===== config.mk =====
export PLATFORM = sky130hd
export DESIGN_NAME = uart_tx_arbiter
export DESIGN_NICKNAME = d
export VERILOG_FILES = /design/src/rtl/uart_tx_arbiter.sv
export SDC_FILE = /design/constraint.sdc
export NUM_CORES = 1
export LEC_CHECK = 0
export CORE_ASPECT_RATIO = 0.75
export CORE_MARGIN = 2
export CORE_UTILIZATION = 30
export DETAILED_ROUTE_END_ITERATION = 10
export DONT_BUFFER_PORTS = 1
export PLACE_DENSITY = 0.55
export SETUP_SLACK_MARGIN = 0.05
export SLEW_MARGIN = 20
export SYNTH_ARGS = -nofsm -noshare
export SYNTH_HDL_FRONTEND = slang
export SYNTH_SLANG_ARGS = --single-unit

===== constraint.sdc =====
create_clock -name sysclk -period 1.65 [get_ports sysclk]
set_input_delay 0.0825 -clock sysclk [delete_from_list [all_inputs] [get_ports sysclk]]
set_output_delay 0.0825 -clock sysclk [all_outputs]
set_load 0.1 [all_outputs]

===== src/rtl/uart_tx_arbiter.sv =====
// Two-requester round-robin arbiter feeding a single UART sender, with a
// watchdog on the sender handshake and a wrapping count of completed transfers.
module uart_tx_arbiter #(
  parameter logic [19:0] TIMEOUT = 20'd1000000
) (
  input  logic        sysclk,
  input  logic        reset,
  input  logic        req0_valid,
  input  logic [7:0]  req0_data,
  output logic        req0_ready,
  output logic        req0_done,
  input  logic        req1_valid,
  input  logic [7:0]  req1_data,
  output logic        req1_ready,
  output logic        req1_done,
  output logic [7:0]  tx_data,
  output logic        tx_trigger,
  output logic        tx_enable,
  input  logic        tx_state,
  input  logic        tx_finish,
  output logic        timeout_err,
  output logic [15:0] sent_count
);

  localparam int unsigned DATA_W = 8;
  localparam int unsigned CNT_W  = 20;
  localparam int unsigned SENT_W = 16;
  localparam logic [CNT_W-1:0] LAST_CNT = CNT_W'(TIMEOUT - 20'd1);

  typedef enum logic [2:0] {
    IDLE      = 3'd0,
    FIRE      = 3'd1,
    WAIT_BUSY = 3'd2,
    WAIT_DONE = 3'd3,
    DONE      = 3'd4
  } state_t;

  state_t              r_state;
  state_t              w_next_state;
  logic [DATA_W-1:0]   r_tx_data;
  logic                r_grant;
  logic                r_last_grant;
  logic [CNT_W-1:0]    r_wait_cnt;
  logic [SENT_W-1:0]   r_sent_count;
  logic                r_timeout_err;
  logic                w_sel;
  logic                w_hs;
  logic                w_expired;
  logic                w_abort;

  // Grant the sole valid requester, or the one not served last on contention.
  always_comb begin
    w_sel = 1'b0;
    if (req0_valid && req1_valid) w_sel = ~r_last_grant;
    else                          w_sel = req1_valid;
  end

  assign w_hs      = (r_state == IDLE) && reset && (req0_valid || req1_valid);
  assign w_expired = (r_wait_cnt >= LAST_CNT);

  always_ff @(posedge sysclk) begin
    if (!reset) r_state <= IDLE;
    else        r_state <= w_next_state;
  end

  // Exit condition is checked before expiry so a late finish still completes.
  always_comb begin
    w_next_state = r_state;
    w_abort      = 1'b0;
    case (r_state)
      IDLE:      if (w_hs) w_next_state = FIRE;
      FIRE:      w_next_state = WAIT_BUSY;
      WAIT_BUSY: begin
        if (tx_state)       w_next_state = WAIT_DONE;
        else if (w_expired) begin w_next_state = IDLE; w_abort = 1'b1; end
      end
      WAIT_DONE: begin
        if (tx_finish)      w_next_state = DONE;
        else if (w_expired) begin w_next_state = IDLE; w_abort = 1'b1; end
      end
      DONE:      w_next_state = IDLE;
      default:   w_next_state = IDLE;
    endcase
  end

  always_comb begin
    req0_ready = 1'b0;
    req1_ready = 1'b0;
    req0_done  = 1'b0;
    req1_done  = 1'b0;
    tx_trigger = 1'b0;
    tx_enable  = 1'b0;
    case (r_state)
      IDLE: begin
        req0_ready = w_hs && !w_sel;
        req1_ready = w_hs &&  w_sel;
      end
      FIRE: begin
        tx_trigger = 1'b1;
        tx_enable  = 1'b1;
      end
      WAIT_BUSY, WAIT_DONE: tx_enable = 1'b1;
      DONE: begin
        req0_done = !r_grant;
        req1_done =  r_grant;
      end
      default: ;
    endcase
  end

  // Datapath: latched byte, grant history, watchdog and transfer counter.
  always_ff @(posedge sysclk) begin
    if (!reset) begin
      r_tx_data     <= '0;
      r_grant       <= 1'b0;
      r_last_grant  <= 1'b1;
      r_wait_cnt    <= '0;
      r_sent_count  <= '0;
      r_timeout_err <= 1'b0;
    end else begin
      if (w_hs) begin
        r_tx_data <= w_sel ? req1_data : req0_data;
        r_grant   <= w_sel;
      end
      if (r_state == WAIT_BUSY || r_state == WAIT_DONE)
        r_wait_cnt <= r_wait_cnt + CNT_W'(1);
      else
        r_wait_cnt <= '0;
      if (r_state == DONE) begin
        r_last_grant <= r_grant;
        r_sent_count <= r_sent_count + SENT_W'(1);
      end else if (w_abort) begin
        r_last_grant <= r_grant;
      end
      r_timeout_err <= w_abort;
    end
  end

  assign tx_data     = r_tx_data;
  assign sent_count  = r_sent_count;
  assign timeout_err = r_timeout_err;

endmodule


# --- Word level (Yosys, flattened, before mapping) ---
# Index checks and enable logic that the tools add are counted.
word_totals:
  n_memories: 0
  latch_bits: 0
  ff_bits: 50
  ram_bits: 0
  mem_bits_ro: 0
op_classes:
  multipliers: 0
  reduce_logical: 13
  bitwise_logic: 1
  n_eq_ne: 5
  magnitude_cmp: 1
  shifts: 0
  n_mux: 19
  n_addsub: 2
  div_mod_pow: 0
ops:
  columns: ["cell", "count"]
  rows:
  - ["$add 20x1->20 const B", 1]
  - ["$ge 20x20->1 const B", 1]
  - ["$add 16x1->16 const B", 1]
  - ["$mux 1", 12]
  - ["$mux 3", 4]
  - ["$pmux 3 s4", 1]
  - ["$mux 8", 1]
  - ["$eq 3x2->1 const B", 2]
  - ["$logic_and 1x1->1", 5]
  - ["$eq 3x1->1 const B", 1]
  - ["$eq 3x3->1 const B", 1]
  - ["$logic_not 3->1", 1]
  - ["$reduce_or 3->1", 1]
  - ["$logic_not 1->1", 2]
  - ["$logic_or 1x1->1", 2]
  - ["$ne 2x2->1 const B", 1]
  - ["$pmux 1 s2", 1]
  - ["$reduce_and 2->1", 1]
  - ["$reduce_bool 2->1", 1]
  - ["$not 1->1", 1]

# --- Depth between registers and ports, before layout ---
depth:
  word_depth: 6
  mapped_depth: 6

# --- Least setup slack after synthesis ---
# Ideal clock, no wire load.
synth_path:
  path_kind: "register -> register"
  from: "register r_state[0]"
  to: "register r_tx_data[0] (netlist: tx_data[0])"
  period_less_slack_ns: 2.382
  required_time_ns: 1.581
  stages_incl_launch_ff: 7
  path_slack_ns: -0.732
  path_buffers: 2
  arrival_time_ns: 2.313
  cell_sequence: "dfxtp_1 buf_2 nor2_2 and3_1 clkbuf_1 a222oi_1 nor2b_1"
synth_via:
  elab_chain_cells: 3
synth_lines:
  columns: ["item", "line", "source"]
  rows:
  - ["from (decl)", "38", "state_t r_state;"]
  - ["from (signal assigned)", "63", "else r_state <= w_next_state;"]
  - ["$logic_not 3->1", "58", "assign w_hs = (r_state == IDLE) && reset && (req0_valid || req1_valid);"]
  - ["$logic_and 1x1->1 (2 in series)", "58", null]
  - ["to (signal assigned)", "122", "r_tx_data <= w_sel ? req1_data : req0_data;"]
  - ["to (decl)", "40", "logic [DATA_W-1:0] r_tx_data;"]
# No other way between the ends.
# A chain may end at the register's enable or synchronous reset.

# --- Worst setup path after layout ---
layout_path:
  from: "register r_wait_cnt[6]"
  to: "register r_state[1]"
layout_via:
  elab_chain_cells: 4
layout_lines:
  columns: ["item", "line", "source"]
  rows:
  - ["from (decl)", "43", "logic [CNT_W-1:0] r_wait_cnt;"]
  - ["from (signal assigned)", "126", "r_wait_cnt <= r_wait_cnt + CNT_W'(1);"]
  - ["$ge 20x20->1 *", "59", "assign w_expired = (r_wait_cnt >= LAST_CNT);"]
  - ["$mux 3 *", null, null]
  - ["$mux 3, on equally long branches", null, null]
  - ["$pmux 3 s4 *", null, null]
# Every way passes the cells marked *; elsewhere a longest branch is shown, timed or not.

==> results_dict.tcl <==
set metrics [dict create \
    regArea_sq_um 1050 \
    mappedNetlistArea_sq_um 2260 \
    setup_violations 2 \
    critical_path.endpoint_type "flop" \
    fillers 697 \
    synth-simple-area-share 0.298 \
    synthesized_area_fraction_occupied_by_ao_oa_aoi_and_oai_cells 0.0993 \
    violations "negative setup slack" \
    switching_share 0.317 \
    drc 0 \
    post_synth_inst_count 252 \
    critPathSlowestCell "or4_4" \
    setup.worst_path.class "reg -> reg" \
    p_int_mw 1.69 \
    synth_cell_types 38 \
    worst_hold_path_type "in -> reg" \
    clock_power_share 0.287 \
    critPathMaxFanout 3 \
    timing.final.crit_share 1.04 \
    synth_ff_type "dfxtp_1" \
    area_growth_pct 49.5 \
    synth_area_per_cell_sq_um 8.95 \
    yosysSeqAreaShare 0.444 \
    multi_input_combinational_cell_area_sq_um 1390 \
    viasPerCell 4.76 \
    cts_num_sinks 50 \
    reported_max_cap_violation_count 0 \
    io_pins 53 \
    tritoncts.num_buffers 5 \
    first_global_vias 1959 \
    postLayoutSetupSlackWorst_ns -0.0663 \
    synth_edf_count 0 \
    fin_total_pwr_mw 2.48 \
    cp_cell_sequence "or4_4, a311oi_2, o311a_2, nor2_2, a2111oi_2" \
    drtIter0Drc 115 \
    crit_required_ns 1.86 \
    slew_headroom 0.423 \
    combinational_fraction_of_design_power 0.210 \
    nNetsFinal 353 \
    num_rows 27 \
    status "finished, violations left" \
    clock_tree.htree_level_count 2 \
    synth_warnings 0 \
    combinational_family_with_the_most_area_after_synthesis "simple AND/OR/NAND/NOR gates" \
    worst_path_largest_cell_delay_ns 0.53 \
    die_outline_area_sq_um 8240 \
    clock-skew-final_ns 0.0124 \
    synthesized_nets 276 \
    clockBufferDepth 2 \
    fin_crit_ns 1.72 \
    avgRoutedWirePerCell_um 14.0 \
    die-width_um 104 \
    initial_utilization 0.308 \
    critPathBufInv 0 \
    detail_route.wirelength_um 6020 \
    insertion_delay_ns 0.30 \
    ys_ff_latch 50 \
    vias 2050 \
    powerDensity_nw_per_um2 735 \
    timing_worst_slew_pin_value_ns 0.862 \
    die-height_um 79.1 \
    post_synth_fa_ha_maj_area_fraction 0.0111 \
    hold_slack_ns 0.0120 \
    gpl.final_weighted_congestion 0.753 \
    number_of_endpoints_with_negative_hold_slack_in_the_final_report 0 \
    drt_pre_antenna_iters 5 \
    antenna_cells 0 \
    cts_tree "yes" \
    synthXorXnorAreaFrac 0.113 \
    timing.fmax_mhz 583 \
    cp_top_family "compound AO/OA/AOI/OAI gates" \
    core-area_sq_um 7330 \
    drive_above_1_share 0.345 \
    timing_max_transition_violations_final 0 \
    hpwl_um 3880 \
    hold_path_depth 2 \
    global_route.usage.total 0.150 \
    globalRoute.totalOverflow 0 \
    seqPwrFrac 0.503 \
    worst-path-stages 5 \
    p_switching_mw 0.785 \
    largest_net_degree_at_the_start_of_global_routing 28 \
    p_leak_nw 1.30 \
    worst_reg2reg_path_depth 5 \
    clock_tree.root_cell "clkbuf_8" \
    grt_pass1_wl_um 9830 \
    multiplexer_share_of_the_synthesized_area 0.00887 \
    peakVddDrop_uv 537 \
    buffer_ports.inserted 0 \
    grt_setup_unrepaired "true" \
    worstSetupStartpointType "flop" \
    drtAntennaViolNets 0 \
    synth_async_sr_flop_share 0 \
    antenna_found_initial 0 \
    clkSlewWorstSetupHoldPaths_ns 0.09 \
    critical_path_arrival_ns 1.92 \
]
repair_timing:
item	in CTS	in global routing
hold endpoints to repair	30	0
hold buffers	20	0
setup buffers	2	5
gates resized for setup	15	20
pin swaps	3	6
gates cloned	0	0
endpoints found under the setup margin	13	25
logic make-up (layout without fill, tap and decap cells):
logic type / after synthesis / count (layout)
fa+ha+maj: 2 / 2
flops: 50 / 50
mux: 2 / 2
simple gates: 126 / 126
xor+xnor: 29 / 29
compound gates: 28 / 28
buf+inv: 15 / 93
layout make-up:
class / count / share of cell area
clock inverters: 1 / 0.00223
repair buffers: 78 / 0.205
clock buffers: 7 / 0.0226
multi-input cells: 187 / 0.413
inverters: 7 / 0.00779
flip-flops and latches: 50 / 0.312
well taps: 101 / 0.0375
synth_stat cells, types with 2 or more instances:
cell type / n / share of area
dfxtp_1: 50 / 0.44
nor2_1: 29 / 0.048
xnor2_1: 21 / 0.082
nand2_1: 14 / 0.023
nand3_1: 14 / 0.031
and2_1: 13 / 0.036
nor2b_1: 13 / 0.036
a222oi_1: 8 / 0.035
and3_1: 8 / 0.022
nor3_1: 8 / 0.018
o21ai_0: 8 / 0.018
xor2_1: 8 / 0.031
inv_1: 7 / 0.012
clkbuf_1: 6 / 0.010
a21boi_0: 5 / 0.017
nor4_1: 5 / 0.014
nand2b_1: 4 / 0.011
nand4_1: 4 / 0.011
or3_1: 4 / 0.011
buf_2: 2 / 0.0044
ha_1: 2 / 0.011
mux2i_1: 2 / 0.0089
nor2_2: 2 / 0.0055
power groups by stage:
| stage | Clock, mW | Combinational (mW) | Sequential (mW) |
|---|---|---|---|
| floorplan | 0 | 0.234 | 1.37 |
| global placement | 0 | 0.425 | 1.27 |
| detailed placement | 0 | 0.426 | 1.27 |
| CTS | 0.729 | 0.482 | 1.25 |
| global route | 0.785 | 0.547 | 1.25 |
| finish | 0.712 | 0.521 | 1.25 |
worst paths after layout:
| path | startpoint | to | slack, ns |
|---|---|---|---|
| setup reg to reg | r_wait_cnt[6]$_SDFF_PN0_ | r_state[1]$_SDFFE_PN0P_ | -0.07 |
| hold reg to reg | r_wait_cnt[4]$_SDFF_PN0_ | r_wait_cnt[4]$_SDFF_PN0_ | 0.52 |
| setup / recovery | r_wait_cnt[6]$_SDFF_PN0_ | r_state[1]$_SDFFE_PN0P_ | -0.07 |
| hold / removal | reset | r_last_grant$_SDFFE_PN1P_ | 0.01 |
flip-flops by register name, summed over array words and instances, names as in the netlist:
signal and count:
r_wait_cnt 20, sent_count 16, r_state 3, timeout_err 1, tx_data 8, r_last_grant 1
r_grant 1
metal layers:
metal / vias up / GRT usage / wire [um]
li1: 1037 / - / -
met1: 961 / 0.201 / 3030
met2: 48 / 0.239 / 2680
met3: 4 / 0.0369 / 248
met4: 0 / 0.0486 / 56
met5: - / 0 / 0
metrics by stage:
stage / cell area, sq um / util / setup TNS (ns) / cells / worst slack, ns
after floorplan: 2400 / - / -2.16 / 252 / -0.248
after global placement: 2890 / 0.395 / 0 / 396 / 0.0134
after detailed placement: 2890 / 0.395 / -0.111 / 396 / -0.0470
after CTS: 3240 / 0.442 / -0.108 / 426 / -0.0658
after global routing: 3370 / 0.460 / -0.299 / 431 / -0.125
final: 3370 / 0.460 / -0.109 / 431 / -0.0663
placed cells by master, fill, tap and decap left out, types with 6 or more instances in the layout:
cell type	Yosys	final
nand2_1	14	13
xor2_1	8	8
dfxtp_2	0	7
nand3_1	14	10
o21ai_0	8	6
and3_1	8	6
a222oi_1	8	8
xnor2_1	21	21
buf_4	0	52
dlygate4sd3_1	0	20
nor2_1	29	25
inv_1	7	7
dfxtp_1	50	32
and2_1	13	13
nor3_1	8	6
nor2b_1	13	13
dfxtp_4	0	11
(Power assumes the default switching activity.)
